### src/rtl/div_unit.sv
// Radix-2 restoring divider for RV32M DIV/DIVU/REM/REMU.
// Define DIV_RESULT_CACHE_EN to reuse the last computed quotient/remainder.
module div_unit #(
  parameter int WIDTH = 32
) (
  input  logic             CLK,
  input  logic             RESETN,
  input  logic             START,
  input  logic             KILL,
  input  logic [1:0]       OP,
  input  logic [WIDTH-1:0] DATA1,
  input  logic [WIDTH-1:0] DATA2,
  output logic             BUSY,
  output logic             DONE,
  output logic [WIDTH-1:0] RESULT
);

  localparam int CW = $clog2(WIDTH);
  localparam logic [WIDTH-1:0] MIN = {1'b1, {(WIDTH-1){1'b0}}};

  typedef enum logic [1:0] {
    IDLE,
    CALC,
    FIX
  } state_t;

  state_t           state;
  logic [CW-1:0]    cnt;
  logic             op_rem;
  logic             q_neg;
  logic             r_neg;
  logic [WIDTH-1:0] dvd;
  logic [WIDTH-1:0] dvs;
  logic [WIDTH-1:0] rem;

`ifdef DIV_RESULT_CACHE_EN
  logic             from_calc;
  logic [WIDTH-1:0] op_d1;
  logic [WIDTH-1:0] op_d2;
  logic             op_sgn;
  logic             c_valid;
  logic [WIDTH-1:0] c_d1;
  logic [WIDTH-1:0] c_d2;
  logic             c_sgn;
  logic [WIDTH-1:0] c_q;
  logic [WIDTH-1:0] c_r;
`endif

  logic             sgn;
  logic             s1;
  logic             s2;
  logic [WIDTH-1:0] mag1;
  logic [WIDTH-1:0] mag2;
  logic             div0;
  logic             ovf;
  logic             hit;
  logic [WIDTH-1:0] sp_q;
  logic [WIDTH-1:0] sp_r;

  always_comb begin
    sgn  = ~OP[0];
    s1   = sgn & DATA1[WIDTH-1];
    s2   = sgn & DATA2[WIDTH-1];
    mag1 = s1 ? -DATA1 : DATA1;
    mag2 = s2 ? -DATA2 : DATA2;
    div0 = (DATA2 == '0);
    ovf  = sgn & (DATA1 == MIN) & (&DATA2);
`ifdef DIV_RESULT_CACHE_EN
    hit  = c_valid & (c_d1 == DATA1) &
           (c_d2 == DATA2) & (c_sgn == sgn);
`else
    hit  = 1'b0;
`endif
    sp_q = '0;
    sp_r = '0;
    unique case (1'b1)
      div0: begin
        sp_q = '1;
        sp_r = DATA1;
      end
      ovf: begin
        sp_q = MIN;
        sp_r = '0;
      end
`ifdef DIV_RESULT_CACHE_EN
      hit: begin
        sp_q = c_q;
        sp_r = c_r;
      end
`endif
      default: begin
        sp_q = '0;
        sp_r = '0;
      end
    endcase
  end

  // One restoring step: shift in the next dividend bit, try the subtract.
  logic [WIDTH:0]   trial;
  logic             ge;
  logic [WIDTH-1:0] sub;
  logic [WIDTH-1:0] q_f;
  logic [WIDTH-1:0] r_f;

  always_comb begin
    trial = {rem, dvd[WIDTH-1]};
    ge    = (trial >= {1'b0, dvs});
    sub   = trial[WIDTH-1:0] - dvs;
    q_f   = q_neg ? -dvd : dvd;
    r_f   = r_neg ? -rem : rem;
  end

  always_ff @(posedge CLK or negedge RESETN) begin
    if (!RESETN) begin
      state  <= IDLE;
      cnt    <= '0;
      op_rem <= 1'b0;
      q_neg  <= 1'b0;
      r_neg  <= 1'b0;
      dvd    <= '0;
      dvs    <= '0;
      rem    <= '0;
      BUSY   <= 1'b0;
      DONE   <= 1'b0;
      RESULT <= '0;
`ifdef DIV_RESULT_CACHE_EN
      from_calc <= 1'b0;
      op_d1     <= '0;
      op_d2     <= '0;
      op_sgn    <= 1'b0;
      c_valid   <= 1'b0;
      c_d1      <= '0;
      c_d2      <= '0;
      c_sgn     <= 1'b0;
      c_q       <= '0;
      c_r       <= '0;
`endif
    end else begin
      DONE <= 1'b0;
      if (BUSY && KILL) begin
        state <= IDLE;
        BUSY  <= 1'b0;
      end else begin
        unique case (state)
          IDLE: begin
            if (START && !KILL) begin
              op_rem <= OP[1];
              BUSY   <= 1'b1;
              cnt    <= '0;
              if (div0 || ovf || hit) begin
                dvd   <= sp_q;
                rem   <= sp_r;
                q_neg <= 1'b0;
                r_neg <= 1'b0;
                state <= FIX;
`ifdef DIV_RESULT_CACHE_EN
                from_calc <= 1'b0;
`endif
              end else begin
                dvd   <= mag1;
                dvs   <= mag2;
                rem   <= '0;
                q_neg <= s1 ^ s2;
                r_neg <= s1;
                state <= CALC;
`ifdef DIV_RESULT_CACHE_EN
                from_calc <= 1'b1;
                op_d1     <= DATA1;
                op_d2     <= DATA2;
                op_sgn    <= sgn;
`endif
              end
            end
          end
          CALC: begin
            rem <= ge ? sub : trial[WIDTH-1:0];
            dvd <= {dvd[WIDTH-2:0], ge};
            cnt <= cnt + 1'b1;
            if (cnt == CW'(WIDTH-1)) begin
              state <= FIX;
            end
          end
          FIX: begin
            RESULT <= op_rem ? r_f : q_f;
            DONE   <= 1'b1;
            BUSY   <= 1'b0;
            state  <= IDLE;
`ifdef DIV_RESULT_CACHE_EN
            if (from_calc) begin
              c_valid <= 1'b1;
              c_d1    <= op_d1;
              c_d2    <= op_d2;
              c_sgn   <= op_sgn;
              c_q     <= q_f;
              c_r     <= r_f;
            end
`endif
          end
          default: begin
            state <= IDLE;
            BUSY  <= 1'b0;
          end
        endcase
      end
    end
  end

endmodule
### config.mk
export PLATFORM = sky130hd
export DESIGN_NAME = div_unit
export DESIGN_NICKNAME = d
export VERILOG_FILES = /design/src/rtl/div_unit.sv
export SDC_FILE = /design/constraint.sdc
export NUM_CORES = 1
export LEC_CHECK = 0
export CORE_ASPECT_RATIO = 1.75
export CORE_MARGIN = 10
export CORE_UTILIZATION = 35
export DETAILED_ROUTE_END_ITERATION = 7
export SYNTH_ARGS = -nofsm -noshare
export SYNTH_HDL_FRONTEND = slang
export SYNTH_SLANG_ARGS = --single-unit
### constraint.sdc
create_clock -name CLK -period 3.5 [get_ports CLK]
set_clock_uncertainty 0.2 [all_clocks]
set_input_delay 0.7 -clock CLK [delete_from_list [all_inputs] [get_ports CLK]]
set_output_delay 0.7 -clock CLK [all_outputs]
set_load 0.005 [all_outputs]
# Yosys cells after proc, flatten, opt, wreduce, memory -nomap -nowiden
# Index checks and enable logic that the tools add are counted.
# totals
register_bits,140
word_cells,76
# op_classes
order_cmp,1
n_bitwise,8
n_eq_ne,8
n_addsub,6
n_reduce_logical,14
n_mux,28
# op_table
cell,n
two-way mux 32 bit,11
case mux 32 bit (2 select lines),3
negator 32 bit,4
>= comparator 33 x 32 -> 1 bit,1
"equality test 32 bit, second input constant",1
logical NOT 32 bit,1
AND reduction 32 bit,1
subtractor 32 bit,1
case mux 5 bit (2 select lines),1
two-way mux 2 bit,4
two-way mux 1 bit,6
"!= test 3 bit, second input constant",2
AND reduction 2 bit,3
AND reduction 3 bit,2
"adder 5 x 1 -> 5 bit, second input constant",1
"equality test 5 bit, second input constant",1
two-way mux 5 bit,1
AND 1 bit,4
"!= test 2 bit, second input constant",2
case mux 2 bit (2 select lines),1
AND reduction 4 bit,1
inverter 1 bit,3
"equality test 2 x 1 -> 1 bit, second input constant",1
"equality test 2 bit, second input constant",1
other kinds (7),8

# Longest topological paths before layout
# depth
depth_word,8
mapped_depth,12
mapped_depth_nobuf,11

# Worst setup path before layout
# Ideal clock, no wire load.
# synth_path
kind,input -> register
startpoint,input port DATA1[1]
endpoint,register dvd[1]
arrival_ns,2.711
required_time_ns,3.167
path_stages,12
slack_ns,0.457
cell_sequence,inv_1 > ha_1 > or3b_2 > nor4_2 > and2_0 > buf_2 > nand3_1 > or2_1 > clkbuf_1 > buf_2 > a21oi_1 > o22ai_1
# synth_via
elab_chain_len,7
# synth_lines
element,line,source
start: declaration,11,"input logic [WIDTH-1:0] DATA1,"
branches (longest 4 deep; another with negator 32 bit),n/a,
two-way mux 32 bit (*),150,if (div0 || ovf || hit) begin
two-way mux 32 bit (*),146,if (START && !KILL) begin
case mux 32 bit (2 select lines) (*),144,unique case (state)
end signal: assignment,151,dvd <= sp_q;
end signal: assignment,160,dvd <= mag1;
end signal: assignment,177,"dvd <= {dvd[WIDTH-2:0], ge};"
end: declaration,32,logic [WIDTH-1:0] dvd;
# Mark *: on every way between the ends. The select of a mux whose other input is x is not followed.
# A chain may end at the register's enable or synchronous reset.

# Final worst setup path
# layout_path
startpoint,register rem[16]
endpoint,register rem[5]
# layout_via
elab_chain_len,3
# layout_lines
element,line,source
start: declaration,34,logic [WIDTH-1:0] rem;
start signal: assignment,152,rem <= sp_r;
start signal: assignment,176,rem <= ge ? sub : trial[WIDTH-1:0];
>= comparator 33 x 32 -> 1 bit,107,"ge = (trial >= {1'b0, dvs});"
two-way mux 32 bit,176,
case mux 32 bit (2 select lines),144,
# Every way passes these cells.

==> results.md <==
| Group | Parameter | This run |
|:---|:---|:---|
| sta | RSZ-0062 raised after global routing | false |
| yosys | Xor-xnor portion of the synthesized cell area | 11.3% |
| placement | Global placer's final weighted congestion | 0.885 |
| routing | Total iterations of the first detailed-routing run | 5 |
| layout | Total Nets Final | 1,760 |
| global route | Met2 track demand over resource | 36.1% |
| sta | Number of hold violations in the final report | 0 |
| yosys | Number of different library cells in the post-synthesis netlist | 85 |
| placement | Total half-perimeter wirelength after legalization and detailed placement | 31,000 um |
| die | Die boundary height | 255 um |
| setup path | Capturing point of the worst reg2reg path | rem[5] |
| sta | Normalized max-slew margin | 55.0% |
| clocking | Clock slew at the register clock pins of the worst setup and hold paths | 70 ps |
| clocking | Cell chosen for the clock root | sky130_fd_sc_hd__clkbuf_16 |
| routing | Count of vias placed by the detailed router | 11,030 |
| layout | Commonest cells after routing, fill and taps aside | 210 x sky130_fd_sc_hd__buf_4, 188 x sky130_fd_sc_hd__nand2_1, 138 x sky130_fd_sc_hd__dfrtp_1 |
| yosys | Synth Instances | 1,385 |
| clocking | Clock tree from TritonCTS | built |
| clocking | Worst skew pair latency | 460 ps |
| routing | Average via count per standard cell | 5.35 |
| yosys | Syn avg cell area | 7.97 um2 |
| die | Total Die Area | 39,300 um2 |
| yosys | Async SR Flop Fraction | 100% |
| die | Top-Level Pins | 104 |
| placement | PortBufs | 103 |
| yosys | Portion of the post-synthesis area used by sequential elements | 31.7% |
| setup path | Maximum fanout along the worst path | 4 |
| sta | Final hold slack | 0.912 ps |
| yosys | Synth warn | 0 |
| die | Number of standard-cell rows in the floorplan | 86 |
| setup path | Element type at the critical path start | register |
| yosys | Netlist Area Pre-Place | 11,000 um2 |
| clocking | Htree depth | 4 |
| flow run | Maxcap violations | 0 |
| global route | Number of global-route vias before repair | 11,242 |
| setup path | Worst endpoint required time | 3670 ps |
| sta | Setup Viol. Count Final | 0 |
| routing | Antenna Violating Nets Remaining | 0 |
| yosys | Synthesized netlist net count | 1,495 |
| layout | Proportion of layout cells with a drive suffix above 1 | 18.1% |
| pwr | Power density over the cells | 931 nW/um2 |
| die | Starting Density | 35.2% |
| global route | Most used routing layer in global routing | met2 |
| yosys | EDFF count, synth | 0 |
| routing | DRC | 0 |
| global route | GRT met3 Usage | 2.62% |
| pwr | Sum of internal, switching and leakage power | 13.7 mW |
| layout | Most frequent standard cell in the layout excluding fill and tap cells | sky130_fd_sc_hd__buf_4 |
| global route | Sum of overflow across all layers after global routing | 0 |
| setup path | Worst setup path class | register to register |
| min path | Hold Crit Class | input pin to async pin |
| setup path | Arrival time at the worst endpoint | 3540 ps |
| yosys | Dominant combinational cell family by area after synthesis | compound AO/OA/AOI/OAI gates |
| yosys | Register bit total from synthesis | 140 |
| die | Core area | 31,300 um2 |
| outcome | Result of the run | complete, no violations |
| setup path | Source of the critical timing path | rem[16] |
| setup path | Capturing element type of the critical path | register |
| clocking | Number of buffers between clock root and the deepest sink | 2 |
| global route | Pin count of the biggest net entering global routing | 61 |
| global route | Overall track demand over capacity in global routing | 19.0% |
| setup path | Crit Reg-Reg Startpoint | rem[16] |
| global route | Number of antenna violations at the first check in global routing | 1 |
| yosys | Portion of netlist area occupied by mux cells | 1.30% |
| sta | Max-slew violations | 0 |
| routing | DRC marker count from the first detailed-route iteration | 604 |
| setup path | Worst setup slack for register-to-register paths | 130 ps |
| setup path | FF-to-FF path depth | 11 |
| sta | Actual transition at the worst max-transition pin | 669 ps |
| yosys | Predominant post-synthesis flop cell | sky130_fd_sc_hd__dfrtp_1 |
| layout | Synth-to-Final Area Change | 33.0% |
| routing | Routed WL | 37,400 um |
| sta | Fin crit period | 3370 ps |
| pwr | IR drop worst, VDD | 434 uV |
| routing | Wire per inst | 18.2 um |
| sta | Peak clock frequency supported by timing | 0.296 GHz |
| pwr | Leakage power figure | 6.25 nW |
| sta | Period utilization | 96.4% |
| yosys | Simple-gate portion of the synthesized area | 20.5% |
| setup path | Capturing instance or port of the critical path | rem[5] |
| layout | Final core occ | 46.9% |
| global route | GR Util met1 | 19.5% |
| yosys | Area share of fa/ha/maj cells after synthesis | 4.60% |
| clocking | Sinks on the clock net | 140 |
| clocking | Num CTS Buffers | 17 |
| global route | Wire length of the first global-routing pass | 59,500 um |
| die | Horizontal die dimension | 154 um |
| yosys | Area fraction in compound gates after synthesis | 25.9% |
## state kept, by name, summed over array words and instances, names as in the netlist
name,count
op_rem,1
q_neg,1
BUSY,1
cnt,5
r_neg,1
rem,32
RESULT,32
dvs,32
DONE,1
state,2
dvd,32
## cells in the mapped netlist, drive strengths merged, types with 21 or more instances
master	n	share of area [%]
a21oi	117	5.3
o21ai	171	7.8
inv	53	1.8
nand2	190	6.5
clkbuf	55	1.9
or3	22	1.3
a31oi	21	1.3
buf	21	0.94
o31ai	31	2.3
nor3	24	1.1
nor2	92	3.2
ha	39	4.4
xnor2	87	6.9
dfrtp	140	32
xor2	56	4.4
## metrics by stage
step / area [um2] / setup WS, ps / instances / setup TNS [ps]
global placement: 14000 / -294 / 2027 / -11800
CTS: 14700 / 46.1 / 2059 / 0
global route: 14700 / 29.9 / 2060 / 0
floorplan: 11000 / 457 / 1385 / 0
finish: 14700 / 126 / 2060 / 0
detailed placement: 14000 / -330 / 2027 / -14260
## power by group
part | leakage [nW] | switching (mW) | internal [mW] | total (mW)
clock | 0.292 | 0.754 | 1.16 | 1.91
sequential | 1.75 | 0.623 | 2.22 | 2.84
combinational | 4.21 | 4.89 | 4.03 | 8.92
total | 6.25 | 6.26 | 7.41 | 13.7
## routing by layer
layer,up-vias,wire [um]
li1,5520,-
met1,5183,14200
met2,247,20100
met3,80,1280
met4,0,1800
met5,-,0
## worst min path at each step
stage,from,endpoint,slack [ps],cells past startpoint
2_1_floorplan,RESETN,BUSY,200,0
3_3_place_gp,RESULT[27],RESULT[27],260,1
3_5_place_dp,RESULT[23],RESULT[23],270,1
4_1_cts,RESETN,dvs[1],30,1
5_1_grt,RESETN,dvs[1],40,1
6_report,RESETN,dvs[1],0.9,1
## final cells by class
| class | instances | area (um2) |
|---|---|---|
| Timing Repair Buffer | 322 | 2790 |
| Clock buffer | 19 | 453 |
| Sequential cell | 140 | 3510 |
| Clock inverter | 13 | 165 |
| Tap cell | 396 | 495 |
| Inverter | 53 | 199 |
| Antenna cell | 1 | 2.50 |
| Fill cell | 3055 | 16600 |
| Multi-Input combinational cell | 1116 | 7070 |
## repair_timing
action / 4_1_cts / 5_1_grt
endpoints found under the setup margin: 2 / 6
hold buffers: 0 / 0
buffers inserted: 0 / 0
resized for setup: 2 / 5
## critical path, stage by stage (launching register included)
cell and delay [ps]:
sky130_fd_sc_hd__dfrtp_1 420, sky130_fd_sc_hd__ha_1 310, sky130_fd_sc_hd__nand3_1 230, sky130_fd_sc_hd__nor3_1 370, sky130_fd_sc_hd__nor4b_2 250, sky130_fd_sc_hd__buf_4 190, sky130_fd_sc_hd__and3b_1 250, sky130_fd_sc_hd__o2111ai_2 150
sky130_fd_sc_hd__buf_4 200, sky130_fd_sc_hd__nand2_2 60, sky130_fd_sc_hd__or4_1 500, sky130_fd_sc_hd__a31oi_1 170
## cells by family (layout without fill, tap and decap cells)
| logic type | count (synthesis) | count (layout) |
|---|---|---|
| and+or+nand+nor | 457 | 457 |
| DFF | 140 | 140 |
| muxes | 14 | 14 |
| adders and majority gates | 40 | 40 |
| other | 0 | 1 |
| xor gates and xnor gates | 143 | 143 |
| buffers and inverters | 129 | 407 |
| AOI/OAI and AO/OA | 462 | 462 |
Note: power is estimated with default switching activity, not from simulation.
